[config.mk]
export PLATFORM = sky130hd
export DESIGN_NAME = arbitro_mux8
export DESIGN_NICKNAME = d
export VERILOG_FILES = /design/src/rtl/arbitro_mux8.sv
export SDC_FILE = /design/constraint.sdc
export NUM_CORES = 1
export LEC_CHECK = 0
export ABC_AREA = 1
export BUFFER_PORTS_ARGS = -buffer_cell sky130_fd_sc_hd__buf_4
export CORE_MARGIN = 2
export CORE_UTILIZATION = 30
export DETAILED_ROUTE_END_ITERATION = 10
export SLEW_MARGIN = 0
export SYNTH_ARGS = -nofsm -noshare
export SYNTH_HDL_FRONTEND = slang
export SYNTH_SLANG_ARGS = --single-unit
export TNS_END_PERCENT = 1
[constraint.sdc]
create_clock -name clk -period 3.2 [get_ports clk]
set_clock_uncertainty 0.1 [all_clocks]
set_input_delay 0.64 -clock clk [delete_from_list [all_inputs] [get_ports clk]]
set_output_delay 0.64 -clock clk [all_outputs]
set_load 0.03 [all_outputs]
[src/rtl/arbitro_mux8.sv]
// Round-robin arbiter/scheduler for an 8-source data multiplexer with bounded bursts.
// Optional build macro ARB_LOCK_EN adds a lock input that lets the grantee bypass the burst limit.
module arbitro_mux8 #(
    parameter int unsigned BURST_MAX = 4
) (
    input  logic       clk,
    input  logic       rst_n,
    input  logic [7:0] req,
    input  logic       ready,
`ifdef ARB_LOCK_EN
    input  logic       lock,
`endif
    output logic [2:0] sel,
    output logic [7:0] gnt,
    output logic       valid,
    output logic [7:0] pop
);

    localparam logic [0:0] IDLE  = 1'b0;
    localparam logic [0:0] GRANT = 1'b1;
    localparam logic [7:0] BURST_LIM = 8'(BURST_MAX);

    logic [0:0] state_reg, state_next;
    logic [7:0] gnt_reg,   gnt_next;
    logic [2:0] sel_reg,   sel_next;
    logic [2:0] ptr_reg,   ptr_next;
    logic [7:0] cnt_reg,   cnt_next;

    logic       lock_act;
    logic       transfer;
    logic       burst_done;
    logic       release_grant;
    logic [2:0] base;
    logic [7:0] rot_req;
    logic [2:0] win_off;
    logic [2:0] winner;
    logic       win_found;

`ifdef ARB_LOCK_EN
    assign lock_act = lock;
`else
    assign lock_act = 1'b0;
`endif

    assign valid    = rst_n && (state_reg == GRANT) && req[sel_reg];
    assign transfer = valid && ready;
    assign pop      = transfer ? gnt_reg : 8'h00;

    // Compare as 9 bits so a saturated count of 255 cannot wrap past the limit.
    assign burst_done    = ({1'b0, cnt_reg} + 9'd1) >= {1'b0, BURST_LIM};
    assign release_grant = (state_reg == GRANT) &&
                           (!req[sel_reg] || (transfer && !lock_act && burst_done));

    // On release the search starts just past the outgoing grantee, which is
    // exactly the pointer value being written at that same edge.
    assign base = (state_reg == GRANT) ? sel_reg + 3'd1 : ptr_reg;

    generate
        for (genvar gi = 0; gi < 8; gi++) begin : g_rot
            assign rot_req[gi] = req[base + 3'(gi)];
        end
    endgenerate

    always_comb begin
        win_found = |rot_req;
        win_off   = 3'd0;
        for (int i = 7; i >= 0; i--) begin
            if (rot_req[i]) win_off = 3'(i);
        end
        winner = base + win_off;
    end

    always_comb begin
        state_next = state_reg;
        gnt_next   = gnt_reg;
        sel_next   = sel_reg;
        ptr_next   = ptr_reg;
        cnt_next   = cnt_reg;
        if (state_reg == IDLE) begin
            if (win_found) begin
                state_next = GRANT;
                gnt_next   = 8'b1 << winner;
                sel_next   = winner;
                cnt_next   = 8'd0;
            end
        end else begin
            if (release_grant) begin
                ptr_next = sel_reg + 3'd1;
                if (win_found) begin
                    gnt_next = 8'b1 << winner;
                    sel_next = winner;
                    cnt_next = 8'd0;
                end else begin
                    state_next = IDLE;
                    gnt_next   = 8'h00;
                end
            end else if (transfer) begin
                // Only a locked burst can reach the limit without releasing; hold it there.
                cnt_next = (cnt_reg >= BURST_LIM) ? cnt_reg : cnt_reg + 8'd1;
            end
        end
    end

    always_ff @(posedge clk) begin
        if (!rst_n) begin
            state_reg <= IDLE;
            gnt_reg   <= 8'h00;
            sel_reg   <= 3'd0;
            ptr_reg   <= 3'd0;
            cnt_reg   <= 8'd0;
        end else begin
            state_reg <= state_next;
            gnt_reg   <= gnt_next;
            sel_reg   <= sel_next;
            ptr_reg   <= ptr_next;
            cnt_reg   <= cnt_next;
        end
    end

    assign gnt = gnt_reg;
    assign sel = sel_reg;

endmodule

==> impl_metrics.prom <==
# TYPE chip_impl_metric gauge
chip_impl_metric{name="chipHeight",unit="µm"} 91.3
chip_impl_metric{name="critPathRequiredTime",unit="ns"} 3.23
chip_impl_metric{name="pwr-share-seq",unit="%"} 13.2
chip_impl_metric{name="postLayoutCellArea",unit="µm²"} 3120
chip_impl_metric{name="largest_net_degree_at_the_start_of_global_routing",unit=""} 17
chip_impl_metric{name="drt-pass1-iter-count",unit=""} 4
chip_impl_metric{name="dieWidth",unit="µm"} 91.3
chip_impl_metric{name="gp_congestion",unit=""} 0.870
chip_impl_metric{name="cts.htree.levels",unit=""} 1
chip_impl_info{name="startpoint_of_the_worst_register_to_register_path",value="sel[0]"} 1
chip_impl_metric{name="setup_violations",unit=""} 1
chip_impl_metric{name="post-route-drc-count",unit=""} 0
chip_impl_metric{name="finalCriticalPeriod",unit="ns"} 3.20
chip_impl_metric{name="power.switching_fraction",unit="%"} 51.5
chip_impl_metric{name="hold_buffers_post_cts",unit=""} 0
chip_impl_info{name="crit_path_top_delay_cell",value="fa_2"} 1
chip_impl_metric{name="cts-buffers-inserted",unit=""} 3
chip_impl_metric{name="slew_viol_final",unit=""} 0
chip_impl_metric{name="cts_buffer_depth",unit=""} 2
chip_impl_metric{name="worst_slew_margin_relative_to_its_limit",unit="%"} 58.9
chip_impl_metric{name="drt_wl_total",unit="µm"} 6190
chip_impl_metric{name="number_of_top_level_pins",unit=""} 31
chip_impl_info{name="tritoncts_clock_tree",value="built"} 1
chip_impl_metric{name="tightest_slew",unit="ns"} 0.615
chip_impl_info{name="holdCritPathClass",value="reg -> reg"} 1
chip_impl_info{name="setup.worst_path.start",value="sel[0]"} 1
chip_impl_metric{name="post-dp-hpwl",unit="µm"} 4840
chip_impl_metric{name="postSynthCellCount",unit=""} 376
chip_impl_info{name="critPathMostFrequentCell",value="nor2_1"} 1
chip_impl_info{name="crit_path_cell_trace",value="ha_4 > nand2_4 > nand2_8 > ha_4 > inv_4 > nand2_2 > nand3_2 > nand2_2 > a21oi_2 > o21ai_1 > nand2_1 > a21boi_2 > ha_2 > inv_2 > fa_2 > xor2_2 > inv_1 > nand3_2 > nand2_4 > nor2_1 > nor2_1 > nor2_1"} 1
chip_impl_metric{name="design.final.nets",unit=""} 463
chip_impl_metric{name="synth.lib_cells_used.distinct",unit=""} 40
chip_impl_metric{name="intPower",unit="mW"} 1.44
chip_impl_metric{name="power_per_cell_area",unit="nW/µm²"} 954
chip_impl_info{name="run_status",value="finished with violations"} 1
chip_impl_metric{name="fp.dieArea",unit="µm²"} 8340
chip_impl_metric{name="antenna_cells_inserted",unit=""} 0
chip_impl_info{name="final_common_cell",value="nand2_1"} 1
chip_impl_metric{name="synth.net_count",unit=""} 393
chip_impl_metric{name="timing.max_cap.violations",unit=""} 0
chip_impl_metric{name="grt_antenna_before_repair",unit=""} 0
chip_impl_info{name="failed_checks",value="setup timing"} 1
chip_impl_metric{name="synth.yosys.seq_area_share",unit="%"} 20.1
chip_impl_metric{name="wl_per_cell",unit="µm"} 11.4
chip_impl_metric{name="postPlaceCellArea",unit="µm²"} 2860
chip_impl_metric{name="via_count_of_the_first_global_routing_pass",unit=""} 2349
chip_impl_info{name="unrepaired_setup_endpoints_after_global_routing",value="true"} 1
chip_impl_metric{name="number_of_rows_in_the_core_area",unit=""} 31
chip_impl_metric{name="place.port_buffers",unit=""} 30
chip_impl_metric{name="wire_length_of_the_first_global_routing_pass",unit="µm"} 10300
chip_impl_metric{name="power.ir.vdd_worst",unit="mV"} 0.453
chip_impl_metric{name="period_share",unit="%"} 100
chip_impl_metric{name="number_of_sinks_on_the_clock_net",unit=""} 23
chip_impl_metric{name="vias",unit=""} 2521
chip_impl_metric{name="fraction_of_layout_instances_using_a_drive_strength_above_1",unit="%"} 36.4
chip_impl_metric{name="first_iteration_detailed_routing_drc_count",unit=""} 107
chip_impl_info{name="worstSetupEndpointType",value="flip-flop"} 1
chip_impl_metric{name="synthesis_warnings",unit=""} 0
chip_impl_metric{name="initial_utilization",unit="%"} 31.2
chip_impl_metric{name="fin_hold_ws",unit="ns"} 0.410
chip_impl_metric{name="routed_via_density",unit=""} 4.63
chip_impl_info{name="criticalPathCategory",value="reg -> reg"} 1
chip_impl_metric{name="layout_utilization",unit="%"} 42.5
chip_impl_metric{name="max_freq",unit="GHz"} 0.312
chip_impl_metric{name="switchingPower",unit="mW"} 1.53
chip_impl_metric{name="cp.buffers_inverters",unit=""} 3
chip_impl_metric{name="worst_setup_hold_path_clk_slew",unit="ns"} 0.08
chip_impl_metric{name="synth_register_bits",unit=""} 23
chip_impl_metric{name="syn-cell-area",unit="µm²"} 2290
chip_impl_info{name="hold_path.startpoint",value="cnt_reg[3]"} 1
chip_impl_metric{name="areaGrowthSynthToFinish",unit="%"} 36.1
chip_impl_metric{name="fin_total_pwr",unit="mW"} 2.97
chip_impl_metric{name="cp.arrival",unit="ns"} 3.23
chip_impl_metric{name="pwr-share-comb",unit="%"} 80.8
chip_impl_info{name="most_used_cells_in_the_layout_excluding_fill_and_tap_cells",value="nand2_1 (115), buf_4 (66), inv_1 (40)"} 1
chip_impl_metric{name="fp.coreArea",unit="µm²"} 7330
chip_impl_metric{name="worst_slack",unit="ns"} -0.00138
chip_impl_metric{name="grt.overflow.total",unit=""} 0
chip_impl_metric{name="clk-insertion-delay-late",unit="ns"} 0.26
chip_impl_metric{name="dpl_worst_slack",unit="ns"} -0.115
chip_impl_metric{name="ant_nets",unit=""} 0
chip_impl_metric{name="grt.total_usage",unit="%"} 14.7
chip_impl_metric{name="timing.final.hold_violations",unit=""} 0
chip_impl_metric{name="maximum_fanout_along_the_worst_path",unit=""} 6
chip_impl_metric{name="p_clk_share",unit="%"} 5.9
chip_impl_metric{name="total_leakage_power",unit="nW"} 1.53
chip_impl_metric{name="postSynthAreaPerCell",unit="µm²"} 6.09
chip_impl_info{name="critical-path-top-delay-family",value="adder cells"} 1
chip_impl_info{name="cts-root-buf",value="clkbuf_8"} 1
chip_impl_info{name="setup.worst_path.start_class",value="flip-flop"} 1
chip_impl_metric{name="max_stage_delay",unit="ns"} 0.39
## cells in the mapped netlist, drive strengths merged
| library cell | count | share of area, % |
|---|---|---|
| a21oi | 12 | 3.0 |
| nand2 | 160 | 32 |
| nor3 | 7 | 2.6 |
| o21bai | 1 | 0.33 |
| dfxtp | 23 | 20 |
| buf | 6 | 2.6 |
| or2 | 1 | 0.27 |
| fa | 1 | 0.87 |
| a21boi | 1 | 0.33 |
| o21ai | 9 | 2.0 |
| clkinv | 1 | 0.16 |
| inv | 47 | 7.8 |
| a31oi | 1 | 0.27 |
| clkbuf | 1 | 0.16 |
| a211oi | 1 | 0.55 |
| nor4 | 1 | 0.27 |
| nor3b | 1 | 0.55 |
| nor2 | 38 | 8.6 |
| ha | 5 | 2.7 |
| and3 | 1 | 0.27 |
| nand3 | 47 | 11 |
| nand4 | 5 | 1.4 |
| o22ai | 2 | 0.82 |
| xor2 | 3 | 1.1 |
| o211ai | 1 | 0.33 |
## worst register-to-register path, cell delays in order (launching register included)
cell	delay, ns
dfxtp_4	0.36
ha_4	0.25
nand2_4	0.08
nand2_8	0.08
ha_4	0.32
inv_4	0.05
nand2_2	0.08
nand3_2	0.08
nand2_2	0.08
a21oi_2	0.03
o21ai_1	0.12
nand2_1	0.08
a21boi_2	0.12
ha_2	0.18
inv_2	0.04
fa_2	0.39
xor2_2	0.16
inv_1	0.07
nand3_2	0.11
nand2_4	0.11
nor2_1	0.06
nor2_1	0.08
nor2_1	0.05
## area by class of cell
cell class,instances,area (µm²)
clock buffers,4,45.0
repair buffers,71,549
fillers,789,4220
multi-input cells,299,1740
flip-flops and latches,23,472
well taps,99,124
inverters,48,185
## cell families after synthesis
group	after synthesis	share of synthesized area (%)
XOR/XNOR	3	1.15
AND/OR/NAND/NOR	261	56.8
buffers and inverters	55	10.8
AO/OA/AOI/OAI	28	7.55
flip-flops	23	20.1
adder cells (fa/ha/maj)	6	3.61
## per-stage QoR
step	setup TNS (ns)	std cells
floorplan	0	376
global placement	-0.603	532
finish	-0.00138	544
CTS	0	539
detailed placement	-0.783	532
global route	-1.70	544
## power groups by stage
stage                     clock network (mW)  logic (mW)  registers [mW]
after floorplan                            0        1.40           0.472
after global placement                     0        2.10           0.396
after detailed placement                   0        2.11           0.395
after CTS                              0.185        2.22           0.391
after global routing                   0.191        2.64           0.401
final                                  0.177        2.40           0.394
## worst paths after layout
| check | to | slack [ns] | depth (start not counted) |
|---|---|---|---|
| setup reg to reg | gnt[6] | -0.001 | 22 |
| setup / recovery | gnt[6] | -0.001 | 22 |
| hold / removal | cnt_reg[3] | 0.41 | 2 |
| hold reg to reg | cnt_reg[3] | 0.41 | 2 |
## timing repair
action | in CTS | in global routing
setup endpoints to repair | 9 | 10
buffers inserted | 2 | 4
gates cloned | 1 | 1
pin swaps | 7 | 25
gates resized for setup | 15 | 27
## layer usage
layer	global-route usage, %	share of wire [%]
met4	6.19	2.4
met5	0	0
met1	19.1	47
met2	25.2	48
met3	0.996	2.5
Power figures use the tool's default switching activity.
